`src/rtl/register_bank.sv`:
```
// MIPS general-purpose register file: write-back port, two bypassed decode
// read ports and a valid/ready debug dump streamer.
module register_bank #(
    parameter int DATA_SIZE = 32,
    parameter int REG_SIZE  = 5,
    parameter int REG_COUNT = 32
) (
    input  logic                 i_clk,
    input  logic                 i_rst_n,
    input  logic                 i_reg_write,
    input  logic [REG_SIZE-1:0]  i_selected_reg,
    input  logic [DATA_SIZE-1:0] i_selected_data,
    input  logic [REG_SIZE-1:0]  i_read_reg_a,
    input  logic [REG_SIZE-1:0]  i_read_reg_b,
    output logic [DATA_SIZE-1:0] o_data_a,
    output logic [DATA_SIZE-1:0] o_data_b,
    input  logic                 i_dump_start,
    input  logic                 i_dump_ready,
    output logic                 o_dump_valid,
    output logic [REG_SIZE-1:0]  o_dump_index,
    output logic [DATA_SIZE-1:0] o_dump_data,
    output logic                 o_dump_done
);

    localparam logic [REG_SIZE-1:0] LAST_IDX = REG_SIZE'(REG_COUNT - 1);

    typedef enum logic [1:0] {IDLE, DUMP, DONE} state_t;

    state_t               state;
    logic [DATA_SIZE-1:0] regs [REG_COUNT];
    logic [REG_SIZE-1:0]  next_index;
    logic [DATA_SIZE-1:0] next_data;
    logic                 transfer;

    // Register 0 is hardwired to zero; otherwise an in-flight write wins over storage.
    function automatic logic [DATA_SIZE-1:0] bypass_read(
        input logic [REG_SIZE-1:0]  addr,
        input logic [DATA_SIZE-1:0] stored,
        input logic                 wr,
        input logic [REG_SIZE-1:0]  wr_reg,
        input logic [DATA_SIZE-1:0] wr_data
    );
        if (addr == '0)
            return '0;
        else if (wr && (wr_reg == addr))
            return wr_data;
        else
            return stored;
    endfunction

    always_comb begin
        o_data_a   = bypass_read(i_read_reg_a, regs[i_read_reg_a],
                                 i_reg_write, i_selected_reg, i_selected_data);
        o_data_b   = bypass_read(i_read_reg_b, regs[i_read_reg_b],
                                 i_reg_write, i_selected_reg, i_selected_data);
        next_index = o_dump_index + 1'b1;
        next_data  = bypass_read(next_index, regs[next_index],
                                 i_reg_write, i_selected_reg, i_selected_data);
        transfer   = o_dump_valid && i_dump_ready;
    end

    always_ff @(posedge i_clk or negedge i_rst_n) begin
        if (!i_rst_n) begin
            for (int i = 0; i < REG_COUNT; i++)
                regs[i] <= '0;
        end else if (i_reg_write && (i_selected_reg != '0)) begin
            regs[i_selected_reg] <= i_selected_data;
        end
    end

    // Dump word and index are captured registers, so a stalled word stays a snapshot.
    always_ff @(posedge i_clk or negedge i_rst_n) begin
        if (!i_rst_n) begin
            state        <= IDLE;
            o_dump_valid <= 1'b0;
            o_dump_index <= '0;
            o_dump_data  <= '0;
            o_dump_done  <= 1'b0;
        end else begin
            case (state)
                IDLE: begin
                    o_dump_done <= 1'b0;
                    if (i_dump_start) begin
                        state        <= DUMP;
                        o_dump_valid <= 1'b1;
                        o_dump_index <= '0;
                        o_dump_data  <= '0;
                    end
                end
                DUMP: begin
                    if (transfer) begin
                        if (o_dump_index == LAST_IDX) begin
                            state        <= DONE;
                            o_dump_valid <= 1'b0;
                            o_dump_done  <= 1'b1;
                        end else begin
                            o_dump_index <= next_index;
                            o_dump_data  <= next_data;
                        end
                    end
                end
                DONE: begin
                    state       <= IDLE;
                    o_dump_done <= 1'b0;
                end
                default: begin
                    state        <= IDLE;
                    o_dump_valid <= 1'b0;
                    o_dump_done  <= 1'b0;
                end
            endcase
        end
    end

endmodule

```
`config.mk`:
```
export PLATFORM = sky130hd
export DESIGN_NAME = register_bank
export DESIGN_NICKNAME = d
export VERILOG_FILES = /design/src/rtl/register_bank.sv
export SDC_FILE = /design/constraint.sdc
export NUM_CORES = 2
export LEC_CHECK = 0
export CORE_ASPECT_RATIO = 1.25
export CORE_MARGIN = 1
export CORE_UTILIZATION = 35
export DETAILED_ROUTE_END_ITERATION = 7
export GPL_TIMING_DRIVEN = 0
export HOLD_SLACK_MARGIN = 0.1
export PLACE_DENSITY = 0.6
export SYNTH_ARGS = -nofsm -noshare
export SYNTH_HDL_FRONTEND = slang
export SYNTH_SLANG_ARGS = --single-unit
```
`constraint.sdc`:
```
create_clock -name i_clk -period 2.8 [get_ports i_clk]
set_clock_uncertainty 0.2 [all_clocks]
set_input_delay 0.56 -clock i_clk [delete_from_list [all_inputs] [get_ports i_clk]]
set_output_delay 0.56 -clock i_clk [all_outputs]
set_load 0.05 [all_outputs]
```
**Yosys cells after proc, flatten, opt, wreduce, memory -nomap -nowiden**

Cells that the tools add are included.
W data, S select, Z words.

- Divide/modulo/power cells: 0
- Add/sub/neg operators: 1
- Reductions and logical operators: 16
- Multiply operators: 0
- Mux-type cells: 37
- Bitwise logic cells: 5
- Shift operators: 0
- $lt $le $gt $ge: 5
- Equality and inequality tests: 10

Operators by type and width:

| kind | count |
|---|---|
| $bwmux W1024 | 1 |
| $mux W32 | 16 |
| $bmux W32 S5 | 3 |
| $demux W32 S5 | 1 |
| $pmux W32 S2 | 1 |
| $ge A6 B6 Y1 const B | 4 |
| $not A5 Y6 | 4 |
| $eq A5 B5 Y1 | 3 |
| $logic_not A5 Y1 | 3 |
| $mux W5 | 3 |
| $pmux W5 S2 | 1 |
| $ne A2 B2 Y1 const B | 4 |
| $reduce_and A4 Y1 | 2 |
| $logic_and A1 B1 Y1 | 6 |
| $lt A6 B1 Y1 const B | 1 |
| $mux W1 | 6 |
| $mux W2 | 3 |
| $add A5 B1 Y5 const B | 1 |
| $eq A5 B5 Y1 const B | 1 |
| $reduce_bool A5 Y1 | 1 |
| $pmux W2 S2 | 1 |
| $pmux W1 S3 | 1 |
| $reduce_and A3 Y1 | 1 |
| $eq A2 B1 Y1 const B | 1 |
| other kinds (5) | 5 |

- Bits in registers: 1,065
- Input bits: 52
- Bits in writable memories: 0
- Word-level logic and storage cells: 111
- Output and inout bits: 103
- Latch bits: 0
- Bits in read-only memories: 0
- Memories kept: 0

**Longest topological paths before layout**

- Word-level depth: 10
- Mapped depth: 11
- Depth with buffers taken out: 9

**Worst setup path after synthesis**

No wires, ideal clock.

- Path kind: input-to-output
- Start: input i_read_reg_b[2]
- End: output o_data_b[20]
- Path buffers: 3
- Setup slack: -0.959 ns
- Arrival: 2.999 ns
- Stages on the path: 8
- Cells stage by stage: buf_2 -> and2_1 -> clkbuf_1 -> clkbuf_1 -> a221oi_1 -> a22oi_1 -> o211a_1 -> a211oi_1

- Longest elaborated chain between the ends: 6

Ends and longest elaborated chain:

| what | RTL line | text |
|---|---|---|
| start, declared | 14 | `input logic [REG_SIZE-1:0] i_read_reg_b,` |
| $not A5 Y6 (not written as such) | 54 | `o_data_b = bypass_read(i_read_reg_b, regs[i_read_reg_b],` |
| $bmux W32 S5 | 54 |  |
| $mux W32 (not written as such) (2 in a row) | 54 |  |
| $mux W32 | 45 | `else if (wr && (wr_reg == addr))` |
| $mux W32 (*) | 43 | `if (addr == '0)` |
| end, declared | 16 | `output logic [DATA_SIZE-1:0] o_data_b,` |

Mark *: on every way between the ends. The rest lies on a longest branch, timed or not. The select of a mux whose other input is x is not followed.

**Worst setup path after layout**

- Start: register regs[208] (netlist name)
- End: output o_data_b[16]

- Longest elaborated chain between the ends: 5

Ends and longest elaborated chain:

| what | RTL line | text |
|---|---|---|
| start, declared | 30 | `logic [DATA_SIZE-1:0] regs [REG_COUNT];` |
| start signal, assigned by index | 67 | `regs[i_selected_reg] <= i_selected_data;` |
| $bmux W32 S5 | 54 |  |
| $mux W32 (not written as such) (2 in a row) | 54 |  |
| $mux W32 | 45 |  |
| $mux W32 | 43 |  |

Every way passes these cells. The select of a mux whose other input is x is not followed.

==> run metrics <==
Vias 55500; Final setup viols about 160; Area growth syn-to-layout 31.0%; CTS buffer count 130; final wirelength 388000 um; final period utilization 138%; leading cell type in the layout, fill and taps excluded dfrtp_1; crit end category output pin; Tot GR Track Use 40.5%; fin util 46.2%; # Max-Cap Violations 3; Max stage delay cell, worst path mux2i_4; Die X 387 um; startpoint types flip-flop; CP Max Fanout 4; sequential-to-total area share from yosys stat 41.1%; NetSw roughly 30 mW; Cell Chain, Critical Path mux4_2 -> mux2i_4 -> nand2_1 -> o21ai_1 -> o22ai_1 -> a21o_2 -> buf_8; Synth Flop Type dfrtp_1; syn nets 4544; Initial Util approximately a third; pwr dens 856 nW/um^2; die height 483 um; final hold vios 161; violated checks design-rule violations, negative hold slack, max-capacitance violations, max-slew violations, negative setup slack; met2 Resource Use GR 53.9%; final-stage net count 5174; # DRC 1; CP max stage delay 0.59 ns; Cell variety after synth 63; Root Buffer Master clkbuf_16; Gate Count Post-Synth 4489; #FFs+latches synth 1065; die footprint around 190000 sq um; internal power 43.2 mW; TritonRoute pass-1 iters 8; Syn Area/Cell 14.5 sq um; Rows ~180; largest net degree at the start of global routing approximately 180; Routed Antenna Nets 0; number of flops mapped to enable cells by yosys 0; Period minus WS final approximately 3.9 ns; GRT busiest layer met2; clock-pin slew on the worst setup and hold paths 0.06 ns; layout cells sized above 1 between 60% and 70%; Max clock buf depth 3; Synth async-reset ratio between 90% and 100%; LEAKAGE 35.3 nW; crit path kind flip-flop to output pin; Pwr Total 72.8 mW; Tightest Hold Check Type primary input to async pin; outcome finished, violations left; first-pass GRT wire length 501000 um; share of power burned in registers 29.9%; wire length per cell 50.7 um; violation count after the first detailed-route iteration between 9000 and 10000; drt via density slightly above 7; worst slew pin tran 1.72 ns; fmax 0.260 GHz; clock network latency to the later pin of the worst-skew pair 0.87 ns; Comb power frac 44.9%; Final WS setup -1.05 ns; most frequent cells in the layout dfrtp_1 (1055), mux2_2 (1008), mux4_2 (701), buf_4 (257), mux2i_1 (240); M1 GR Usage 45.1%; Yosys warnings 0; Worst Path Arrival 3.09 ns; Slew headroom -14.7%; post-detail-place hpwl 256000 um; synthesized area 64900 sq um; Sw Ratio slightly above 40%; antenna violations before repair 34; Worst Path Required 2.04 ns; grt met3 use around 22%; io pins 155; CORE AREA 184000 sq um; VDD IR max 781 uV; total grt overflow 0; routability cong. 1.09; clock share of power 25.2%; RSZ-0062 raised after global routing true; vias in the first global route about 52000; clock sinks 1065; setup TNS -57.14 ns; worst hold slack -0.321 ns; CTS tree yes; IO Port Bufs 145; Final Max Tran Viols 32; H-tree levels 4
-- metrics by stage --
stage | area (sq um) | std cells | setup WS [ns] | hold WS [ns]
2_1_floorplan | 66200 | 4489 | -0.200 | 0.0644
3_3_place_gp | 70700 | 7037 | -48.97 | 0.227
3_5_place_dp | 71000 | 7046 | -3.41 | 0.233
4_1_cts | 82600 | 7499 | -0.946 | -0.275
5_1_grt | 85000 | 7629 | -1.09 | -0.240
6_report | 85000 | 7649 | -1.05 | -0.321
-- worst paths after layout --
check / from / end / slack, ns / cells after the start
max in group asynchronous: i_rst_n / o_dump_data[5] / 0.47 / 5
min in group i_clk: i_dump_ready / state[1] / 0.23 / 3
worst max register to register: o_dump_index[1] / o_dump_data[17] / -0.14 / 10
worst min-delay path: i_rst_n / regs[886] / -0.32 / 2
worst min register to register: state[1] / state[0] / 0.24 / 1
worst max-delay path: regs[208] / o_data_b[16] / -1.05 / 7
-- area by class of cell --
type                    count  area (sq um)
repair buffers            506          5830
multi-input cells        2882         39300
clock inverters            44           628
fillers                 16300         99100
inverters                  13          56.3
flip-flops and latches   1065         26700
well taps                2403          3010
diodes                     24          60.1
clock buffers             191          3890
plain buffers             521          5560
-- logic make-up after synthesis --
family / count (synthesis) / synth area share (%)
xor+xnor: 18 / 0.266
simple gates: 294 / 2.06
buf+inv: 542 / 3.74
fa+ha+maj: 3 / 0.0578
compound gates: 538 / 6.06
mux: 2029 / 46.8
flops: 1065 / 41.1
-- power by group through the flow --
| stage | combinational [mW] | sequential, mW | clock [mW] |
|---|---|---|---|
| 2_1_floorplan | 16.0 | 21.2 | 0 |
| 3_3_place_gp | 26.5 | 21.7 | 0 |
| 3_5_place_dp | 26.8 | 21.8 | 0 |
| 4_1_cts | 30.2 | 21.4 | 18.3 |
| 5_1_grt | 32.4 | 22.0 | 18.8 |
| 6_report | 32.7 | 21.8 | 18.4 |
-- critical path: cells and delay by family, from the launching register on --
kind / cells / cell delay [ns]
compound gates: 3 / 0.48
buf+inv: 1 / 0.17
simple gates: 1 / 0.10
flops: 1 / 0.42
mux: 2 / 1.10
-- flip-flops by register name, indices dropped and copies added, names as in the netlist --
name	flops
regs	1024
o_dump_data	32
o_dump_index	5
state	2
o_dump_done	1
o_dump_valid	1
-- metal layers --
metal	up-vias	share of wire, %
met1	29100	32
met5	-	0.16
met3	1778	16
met2	5377	40
met4	48	12
li1	19200	-
-- what timing repair did --
action                                  in CTS  in global routing
hold endpoints to repair                   161                161
buffers inserted                           206                127
endpoints found under the setup margin     849                244
gates resized for setup                   1550                331
gates cloned                                14                 11
pin swaps                                  100                108
-- cell usage after synthesis, types with 4 or more instances --
cell type | n | area [sq um]
mux4_2 | 701 | 15800
nand2b_1 | 6 | 37.5
inv_1 | 13 | 48.8
o211a_1 | 4 | 40.0
mux2i_1 | 317 | 3170
nor2b_1 | 15 | 93.8
nor3b_1 | 8 | 60.1
nand3b_1 | 6 | 45.0
o22ai_1 | 27 | 169
o21ai_0 | 91 | 455
nand3_1 | 8 | 40.0
and3_1 | 15 | 93.8
nand2_1 | 140 | 526
nor3_1 | 12 | 60.1
dfrtp_1 | 1065 | 26700
a311oi_1 | 7 | 61.3
a211oi_1 | 35 | 263
clkbuf_1 | 264 | 991
buf_6 | 6 | 67.6
a21o_1 | 18 | 135
buf_1 | 54 | 203
nor2_1 | 63 | 236
a22oi_1 | 149 | 1120
and2_1 | 7 | 43.8
xor2_1 | 9 | 78.8
a21oi_1 | 39 | 195
o21ai_1 | 5 | 25.0
o32ai_1 | 4 | 35.0
a221oi_1 | 64 | 561
a22o_1 | 22 | 193
a31oi_1 | 9 | 56.3
buf_2 | 168 | 841
mux2_2 | 1011 | 11400
buf_4 | 37 | 278
xnor2_1 | 8 | 70.1
a221o_1 | 43 | 430
No activity file was read; power rests on OpenSTA's default activity.
